==> config.mk <==
export PLATFORM = sky130hd
export DESIGN_NAME = ioctl_upload_reader_flat
export DESIGN_NICKNAME = d
export VERILOG_FILES = /design/src/rtl/ioctl_upload_reader_if.sv /design/src/rtl/ioctl_upload_reader.sv /design/src/flat_wrapper.sv
export SDC_FILE = /design/constraint.sdc
export NUM_CORES = 1
export LEC_CHECK = 0
export CAP_MARGIN = 25
export CORE_MARGIN = 1
export CORE_UTILIZATION = 42
export DETAILED_ROUTE_END_ITERATION = 10
export GPL_ROUTABILITY_DRIVEN = 0
export GPL_TIMING_DRIVEN = 0
export PLACE_DENSITY = 0.85
export SYNTH_ARGS = -nofsm -noshare
export SYNTH_HDL_FRONTEND = slang
export SYNTH_SLANG_ARGS = --single-unit
==> constraint.sdc <==
create_clock -name clk_sys -period 2.9 [get_ports clk_sys]
set_clock_uncertainty 0.15 [all_clocks]
set_input_delay 0.58 -clock clk_sys [delete_from_list [all_inputs] [get_ports clk_sys]]
set_output_delay 0.58 -clock clk_sys [all_outputs]
set_load 0.01 [all_outputs]
==> src/rtl/ioctl_upload_reader_if.sv <==
// HPS ioctl upload bus as seen by a core-side save-file reader.
// The master modport is the HPS side; the slave modport is the reader.
interface ioctl_upload_reader_if;
  logic        ioctl_upload;
  logic [7:0]  ioctl_index;
  logic        ioctl_rd;
  logic [26:0] ioctl_addr;
  logic [15:0] ioctl_din;
  logic        ioctl_wait;

  modport master (
    output ioctl_upload, ioctl_index, ioctl_rd, ioctl_addr,
    input  ioctl_din, ioctl_wait
  );

  modport slave (
    input  ioctl_upload, ioctl_index, ioctl_rd, ioctl_addr,
    output ioctl_din, ioctl_wait
  );
endinterface

==> src/rtl/ioctl_upload_reader.sv <==
// Serves HPS 16-bit upload reads (NVRAM/hiscore save) from a byte-wide core RAM
// with a fixed read latency, holding the core CPU while the upload is active.
module ioctl_upload_reader #(
  parameter logic [7:0] UPLOAD_INDEX = 8'd4,
  parameter int         ADDR_W       = 12,
  parameter int         RAM_LAT      = 1
) (
  input  logic                clk_sys,
  input  logic                reset_n,
  ioctl_upload_reader_if.slave ioctl,
  output logic [ADDR_W-1:0]   mem_addr,
  output logic                mem_rd,
  input  logic [7:0]          mem_dout,
  output logic                pause,
  output logic                upload_done
);
  localparam int CNT_W = $clog2(RAM_LAT + 1);

  typedef enum logic [2:0] {IDLE, RD_LO, WAIT_LO, RD_HI, WAIT_HI, OOR} state_e;

  state_e            state_q,    state_d;
  logic [CNT_W-1:0]  lat_cnt_q,  lat_cnt_d;
  logic [7:0]        lo_q,       lo_d;
  logic [15:0]       din_q,      din_d;
  logic              wait_q,     wait_d;
  logic [ADDR_W-1:0] mem_addr_q, mem_addr_d;
  logic              mem_rd_q,   mem_rd_d;
  logic              pause_q,    pause_d;
  logic              done_q,     done_d;

  logic active;
  logic addr_oor;
  logic lat_hit;

  assign active   = ioctl.ioctl_upload & (ioctl.ioctl_index == UPLOAD_INDEX);
  assign addr_oor = (ioctl.ioctl_addr >> ADDR_W) != '0;
  // Counter is loaded with 1 on entry to a wait state, so reaching RAM_LAT
  // marks the edge on which the RAM data is valid.
  assign lat_hit  = (lat_cnt_q == CNT_W'(RAM_LAT));

  always_comb begin
    // NOTE: every _d takes its held value first, so no path through the
    // case below can leave one unassigned and infer a latch.
    state_d    = state_q;
    lat_cnt_d  = lat_cnt_q;
    lo_d       = lo_q;
    din_d      = din_q;
    wait_d     = wait_q;
    mem_addr_d = mem_addr_q;
    mem_rd_d   = 1'b0;
    pause_d    = active;
    done_d     = pause_q & ~active;

    if (state_q != IDLE && !active) begin
      // Session ended mid-read: drop the transfer, keep the last returned word.
      state_d = IDLE;
      wait_d  = 1'b0;
    end else begin
      unique case (state_q)
        IDLE: begin
          if (ioctl.ioctl_rd && active) begin
            wait_d = 1'b1;
            if (addr_oor) begin
              state_d = OOR;
            end else begin
              state_d    = RD_LO;
              mem_addr_d = {ioctl.ioctl_addr[ADDR_W-1:1], 1'b0};
              mem_rd_d   = 1'b1;
            end
          end
        end
        RD_LO: begin
          state_d   = WAIT_LO;
          lat_cnt_d = CNT_W'(1);
        end
        WAIT_LO: begin
          if (lat_hit) begin
            lo_d       = mem_dout;
            state_d    = RD_HI;
            mem_addr_d = {mem_addr_q[ADDR_W-1:1], 1'b1};
            mem_rd_d   = 1'b1;
          end else begin
            lat_cnt_d = lat_cnt_q + CNT_W'(1);
          end
        end
        RD_HI: begin
          state_d   = WAIT_HI;
          lat_cnt_d = CNT_W'(1);
        end
        WAIT_HI: begin
          if (lat_hit) begin
            din_d   = {mem_dout, lo_q};
            wait_d  = 1'b0;
            state_d = IDLE;
          end else begin
            lat_cnt_d = lat_cnt_q + CNT_W'(1);
          end
        end
        OOR: begin
          din_d   = 16'hFFFF;
          wait_d  = 1'b0;
          state_d = IDLE;
        end
        default: state_d = IDLE;
      endcase
    end
  end

  // NOTE: state is updated with non-blocking assignments only, so every flop
  // samples the pre-edge value of every other flop.
  always_ff @(posedge clk_sys or negedge reset_n) begin
    if (!reset_n) begin
      state_q    <= IDLE;
      lat_cnt_q  <= '0;
      lo_q       <= '0;
      din_q      <= '0;
      wait_q     <= 1'b0;
      mem_addr_q <= '0;
      mem_rd_q   <= 1'b0;
      pause_q    <= 1'b0;
      done_q     <= 1'b0;
    end else begin
      state_q    <= state_d;
      lat_cnt_q  <= lat_cnt_d;
      lo_q       <= lo_d;
      din_q      <= din_d;
      wait_q     <= wait_d;
      mem_addr_q <= mem_addr_d;
      mem_rd_q   <= mem_rd_d;
      pause_q    <= pause_d;
      done_q     <= done_d;
    end
  end

  assign ioctl.ioctl_din  = din_q;
  assign ioctl.ioctl_wait = wait_q;
  assign mem_addr         = mem_addr_q;
  assign mem_rd           = mem_rd_q;
  assign pause            = pause_q;
  assign upload_done      = done_q;
endmodule

==> src/flat_wrapper.sv <==
// flat-port wrapper written by rule: the top's interface ports become plain ports
module ioctl_upload_reader_flat 
#(
  parameter logic [7:0] UPLOAD_INDEX = 8'd4,
  parameter int         ADDR_W       = 12,
  parameter int         RAM_LAT      = 1
)
  (clk_sys, reset_n, mem_addr, mem_rd, mem_dout, pause, upload_done, ioctl_ioctl_upload, ioctl_ioctl_index, ioctl_ioctl_rd, ioctl_ioctl_addr, ioctl_ioctl_din, ioctl_ioctl_wait);
  ioctl_upload_reader_if ioctl_i ();
  input  logic clk_sys;
  input  logic reset_n;
  output logic [ADDR_W-1:0] mem_addr;
  output logic mem_rd;
  input  logic [7:0] mem_dout;
  output logic pause;
  output logic upload_done;
  input wire logic [$bits(ioctl_i.ioctl_upload)-1:0] ioctl_ioctl_upload;
  input wire logic [$bits(ioctl_i.ioctl_index)-1:0] ioctl_ioctl_index;
  input wire logic [$bits(ioctl_i.ioctl_rd)-1:0] ioctl_ioctl_rd;
  input wire logic [$bits(ioctl_i.ioctl_addr)-1:0] ioctl_ioctl_addr;
  output wire logic [$bits(ioctl_i.ioctl_din)-1:0] ioctl_ioctl_din;
  output wire logic [$bits(ioctl_i.ioctl_wait)-1:0] ioctl_ioctl_wait;
  assign ioctl_i.ioctl_upload = ioctl_ioctl_upload;
  assign ioctl_i.ioctl_index = ioctl_ioctl_index;
  assign ioctl_i.ioctl_rd = ioctl_ioctl_rd;
  assign ioctl_i.ioctl_addr = ioctl_ioctl_addr;
  assign ioctl_ioctl_din = ioctl_i.ioctl_din;
  assign ioctl_ioctl_wait = ioctl_i.ioctl_wait;
  ioctl_upload_reader #(.UPLOAD_INDEX(UPLOAD_INDEX), .ADDR_W(ADDR_W), .RAM_LAT(RAM_LAT)) u_core (.clk_sys(clk_sys), .reset_n(reset_n), .ioctl(ioctl_i), .mem_addr(mem_addr), .mem_rd(mem_rd), .mem_dout(mem_dout), .pause(pause), .upload_done(upload_done));
endmodule
==> impl_results.md, run 1 <==
- Pre-CTS setup slack: -0.01676 ns
- Final setup violation count: 0
- Ports: just under 80
- Via count: 1399
- Overall routed net length: 3889 um
- Tmin final: 2.539 ns
- Slew Viols, Final: 0
- Area share of the largest cell type after synthesis: 57.52%
- Cells after Synth: about 140
- CP Launch Type: primary input
- Layout cell share with drive strength beyond 1: a little under a quarter
- CP Class: in -> reg
- CP Max Fanout: 10
- LEAKAGE: 1.390 nW
- Mapped Avg Cell Area: 13.48 um2
- Post-DRT Antenna Nets: 0
- Worst slew pin tran: 0.4508 ns
- Syn nets: 189
- CTS sink cnt: 44
- Die ar.: ~4800 um2
- Post-synth cell types: 30
- Placed Instances: 272
- Most common cell in the synthesized netlist: dfrtp_1
- Largest net degree at the start of global routing: 37
- Drt via density: 4.996
- Max-slew headroom: 69.95%
- Flip-flop and latch area: 1101 um2
- Filler cell count: between 300 and 400
- H-tree levels: 2
- Grt ovf: 0
- Post-Syn Area: 1914 um2
- Synth area leader: dfrtp_1
- Cells on Worst Hold Path: 1
- Fin. Hold Viols: 0
- Area Growth Syn to Fin: 51.70%
- Multi-input logic area: 750.7 um2
- First-pass detailed-route iteration total: 4
- Core area: 4354 um2
- Async SR Flop Fraction: 100.0%
- Die Height: 69.51 um
- Final period utilization: 87.55%
- Drt wl/cell: 13.89 um
- Vias in the first global route: around 1500
- Fmax: around 400 MHz
- Dominant synthesized flop cell: dfrtp_1
- GRT Util Overall: 17.77%
- First-pass GRT wire length: 6699 um
- Root Buffer: clkbuf_8
- Skew-Pair Late Insertion Delay: 0.30 ns
- Clock slew at reported path FFs: 0.08 ns
- Critical path arrival: 2.58 ns
- YS warnings: 0
- DP Wirelength: 2738 um
- Post-synth top cells: dfrtp_1, mux2_2, nand2b_1
- CTS tree: built
- Row count: 24
- Die Span X: 69.51 um
- Min-Delay Path Class: reg -> reg
- Crit. End Element: flip-flop
- Total CTS buffers: 5
- Peak VDD IR: 0.2746 mV
- Fin nets: 275
- N_diodes: 0
- Ranking of synthesized cells by area: dfrtp_1, mux2_2, mux2_4
- Unrepaired setup endpoints after global routing: no
- Max-cap violations: 0
- Remaining DRCs: 0
- Initial antenna violation count: 0
- Critical path required time: just under 3 ns
- PortBufs: 77
- FF+latch count, synth: 44
- EDFF count, synth: 0
- Layout Cells excl Fill: 280
- Iteration-0 DRC Markers: 64
- Clk buf depth: 2
- Cells on worst reg2reg path: 6
- CTS-repair resized insts: 0
- Min Hold Slack: 0.3476 ns
- PwrDens: about 430 nW/um2
- Setup ws final: 0.3611 ns
- Seq/Total Area, Yosys: 57.52%
- Status: finished clean
- Initial Util: 43.97%
-- what timing repair did --
item / in CTS / in global routing
hold buffers: 1 / 0
hold endpoints to repair: 8 / 0
setup buffers: 0 / 0
-- final timing paths --
check | start | slack [ns] | end
min in group asynchronous | reset_n | 0.53 | u_core.ioctl.ioctl_din[3]
worst min-delay path | u_core.pause | 0.35 | u_core.upload_done
worst min register to register | u_core.pause | 0.35 | u_core.upload_done
max in group asynchronous | reset_n | 1.62 | u_core.mem_addr[4]
worst max-delay path | ioctl_ioctl_index[5] | 0.36 | u_core.mem_addr[10]
worst max register to register | u_core.state_q[0] | 0.52 | u_core.mem_addr[10]
-- area by class of cell --
class                      instances  area share (%)
buffer                             9           1.766
clock inverter                     2           2.068
tap                               52           2.240
sequential                        44           37.91
multi-input combinational         86           25.85
timing repair buffer              79           27.40
inverter                           3          0.3878
clock buffer                       5           2.370
-- cells by family (layout without fill, tap and decap cells) --
group | after synthesis | count (layout) | share of synthesized area, %
AOI/OAI and AO/OA | 10 | 10 | 3.268
xor gates and xnor gates | 1 | 1 | 0.4576
buffers and inverters | 12 | 98 | 3.267
DFF | 44 | 44 | 57.52
muxes | 35 | 35 | 22.16
and+or+nand+nor | 40 | 40 | 13.33
-- registers in the layout, summed over array words and instances (netlist names) --
signal,cells
u_core.ioctl.ioctl_din,16
u_core.mem_addr,12
u_core.lo_q,8
u_core.state_q,3
u_core.ioctl.ioctl_wait,1
u_core.lat_cnt_q,1
u_core.mem_rd,1
u_core.pause,1
u_core.upload_done,1
-- layout by cell type (no fill, tap or decap) --
cell type | synthesis | final
dlygate4sd3_1 | 0 | 1
bufinv_16 | 0 | 2
clkbuf_1 | 4 | 4
or3_1 | 1 | 1
and2_1 | 1 | 1
buf_12 | 0 | 1
mux2_4 | 8 | 8
nand2_1 | 3 | 3
a2111oi_0 | 1 | 1
inv_1 | 3 | 3
a31oi_1 | 1 | 1
buf_4 | 2 | 2
buf_2 | 2 | 3
nand2b_1 | 18 | 18
o21ai_0 | 4 | 4
nor4_1 | 3 | 3
o31ai_1 | 1 | 1
or4_4 | 1 | 1
a21oi_1 | 1 | 1
nor3_1 | 5 | 5
or4b_2 | 1 | 1
clkdlybuf4s50_1 | 0 | 76
mux2_2 | 27 | 27
nand3b_1 | 1 | 1
nor4b_2 | 1 | 1
o21a_1 | 1 | 1
clkbuf_8 | 0 | 5
nor2_1 | 2 | 2
nand4b_1 | 1 | 1
nor4b_1 | 1 | 1
dfrtp_1 | 44 | 44
a21o_1 | 1 | 1
nand4_1 | 1 | 1
buf_6 | 1 | 1
xnor2_1 | 1 | 1
-- routing by layer --
metal	global-route usage [%]	vias up	share of wire [%]
li1	-	667	-
met2	29.67	53	49
met4	7.483	0	1.8
met5	0	-	0
met1	21.46	671	42
met3	5.087	8	7.1
-- through the flow --
stage	power (W)	util, %	cell area, um2	setup TNS (ns)
after floorplan	0.0006364	-	1914	0
after global placement	0.0007128	63.16	2750	-3.389
after detailed placement	0.0007166	63.51	2765	-0.05261
after CTS	0.001263	66.70	2904	0
after global routing	0.001292	66.70	2904	0
final	0.001247	66.70	2904	0
-- worst max-delay path, cell delays in order --
cell             delay [ns]
clkdlybuf4s50_1        0.42
nor4b_2                0.26
nand4b_1               0.15
buf_4                  0.19
nor3_1                 0.37
buf_4                  0.26
mux2_2                 0.35
-- power breakdown --
group	internal, W	switching (W)	total, W
sequential	0.000614	0.000000747	0.000615
clock	0.000339	0.000204	0.000542
combinational	0.0000631	0.0000265	0.0000896
(Power assumes the default switching activity.)
==> run 2, diff against run 1 <==
- CORE_UTILIZATION: 42 -> 38
- PLACE_DENSITY: 0.85 -> 0.81
- clock period: 2.9 -> 2.2 ns (I/O delays scaled with it)
==> impl_results.md, run 2 (synthesized netlist as in run 1, its figures left out) <==
- Status: finished clean
- Setup total negative slack: 0 ns
- CTS tree: built
- Reg2reg start: u_core.state_q[0]
- Row count: 25
- Via count: 1434
- Die ar.: 5325 um2
- DP Area: 2791 um2
- Initial Util: around 40%
- Worst R2R Setup Slack: 0.11 ns
- Initial antenna violation count: 0
- GRT Util Overall: roughly 17%
- Most common cell after layout, fill and taps aside: clkdlybuf4s50_1
- Layout Utilization: 63.71%
- Sw frac: 21.14%
- Power share of the clock group: 35.9%
- Min-Delay Path Class: reg -> reg
- Crit. End Element: flip-flop
- Power, Total: 0.001453 W
- Max-cap violations: 0
- Worst Hold End: u_core.upload_done
- Post-DRT Antenna Nets: 0
- Fin. Hold Viols: 0
- Total CTS buffers: 5
- Skew-Pair Late Insertion Delay: about 0.29 ns
- Final setup violation count: 0
- CTS sink cnt: between 40 and 50
- Pint: roughly 0.0011 W
- PwrDens: 476.6 nW/um2
- Remaining DRCs: 0
- Die Span X: ~73 um
- Slew Viols, Final: 0
- Clk buf depth: 2
- Cells on Worst Hold Path: 1
- Cells on worst reg2reg path: 6
- Overall routed net length: 4176 um
- Iteration-0 DRC Markers: 65
- Max-slew headroom: about 64%
- P_sw: 0.0003072 W
- CP Launch Type: primary input
- Area Growth Syn to Fin: 59.28%
- Drt via density: 4.764
- Most frequent cells in the layout: clkdlybuf4s50_1, dfrtp_1, mux2_2, nand2b_1, mux2_4
- Logic pwr share: under 10%
- Largest net degree at the start of global routing: 24
- Peak VDD IR: 0.3051 mV
- N_diodes: 0
- R2r endpoint: u_core.mem_addr[6]
- Core area: 4786 um2
- PortBufs: 77
- Sequential power share: 55.8%
- CP Max Fanout: 5
- First-pass detailed-route iteration total: 4
- Min Hold Slack: around 0.34 ns
- Die Height: 72.98 um
- Final period utilization: 97.39%
- Layout cell share with drive strength beyond 1: a little over a quarter
- Ports: roughly 80
- Max reg flops: 16
- CP Class: in -> reg
- Grt ovf: 0
- Final instance area: 3049 um2
- Critical path arrival: around 2.2 ns
- Critical path required time: between 2 and 2.5 ns
- Tmin final: 2.143 ns
- H-tree levels: 2
- Fmax: 466.7 MHz
- Worst Hold Launch: u_core.pause
- DP Wirelength: 2913 um
- Unrepaired setup endpoints after global routing: no
- LEAKAGE: 1.491 nW
- Root Buffer: clkbuf_8
- Vias in the first global route: 1452
- Drt wl/cell: roughly 14 um
- Clock slew at reported path FFs: 0.08 ns
- Worst slew pin tran: 0.5458 ns
- Fin nets: 280
- First-pass GRT wire length: 6741 um
## run 2: how the worst max path moves through the flow
| stage | to | depth (start not counted) | slack [ns] | from |
|---|---|---|---|---|
| detailed placement | u_core.mem_addr[10] | 7 | -0.59 | ioctl_ioctl_index[5] |
| finish | u_core.mem_addr[6] | 6 | 0.06 | ioctl_ioctl_addr[15] |
| global route | u_core.mem_addr[4] | 6 | 0.006 | ioctl_ioctl_addr[17] |
| floorplan | u_core.lo_q[0] | 6 | 0.04 | ioctl_ioctl_index[5] |
| CTS | u_core.lo_q[3] | 7 | 0.003 | ioctl_ioctl_index[0] |
| global placement | u_core.mem_addr[9] | 1 | -0.65 | reset_n |
## run 2: area by class of cell
type                    count  area, um2
plain buffers               7      55.05
clock inverters             1      7.507
multi-input cells          86      817.0
flip-flops and latches     44       1101
well taps                  67      83.83
inverters                   3      11.26
repair buffers             86      887.1
clock buffers               7      86.33
fillers                   402       1737
## run 2: what timing repair did
item                                    in CTS  in global routing
endpoints found under the setup margin      30                 27
hold endpoints to repair                    21                  0
pin swaps                                    4                  9
cloned                                       1                  1
hold buffers                                 1                  0
setup buffers                                3                  2
resized for setup                           15                 21
## run 2: metrics by stage
step / cells / setup WS, ns
detailed placement: 287 / -0.5886
CTS: 300 / 0.003300
floorplan: 142 / 0.03553
global route: 301 / 0.005916
global placement: 286 / -0.6517
finish: 301 / 0.05747
## run 2: power by group through the flow
stage | Sequential [W] | Combinational (W) | Clock (W)
final | 0.000810 | 0.000121 | 0.000522
after floorplan | 0.000827 | 0.0000119 | 0
after detailed placement | 0.000826 | 0.000121 | 0
after global placement | 0.000827 | 0.000113 | 0
after global routing | 0.000811 | 0.000132 | 0.000572
after CTS | 0.000810 | 0.000121 | 0.000541
## run 2: routing by layer
| metal | wire length (um) | global-route usage (%) | vias up |
|---|---|---|---|
| met5 | 0 | 0 | - |
| met3 | 318 | 5.939 | 7 |
| met2 | 2001 | 27.21 | 54 |
| met1 | 1798 | 21.37 | 696 |
| li1 | - | - | 677 |
| met4 | 58 | 6.536 | 0 |
## run 2: worst max-delay path: stages
cell and delay (ns):
clkdlybuf4s50_1 0.43, nor4_2 0.25, nand4_1 0.24, nor3_4 0.32
buf_6 0.17, mux2_2 0.33
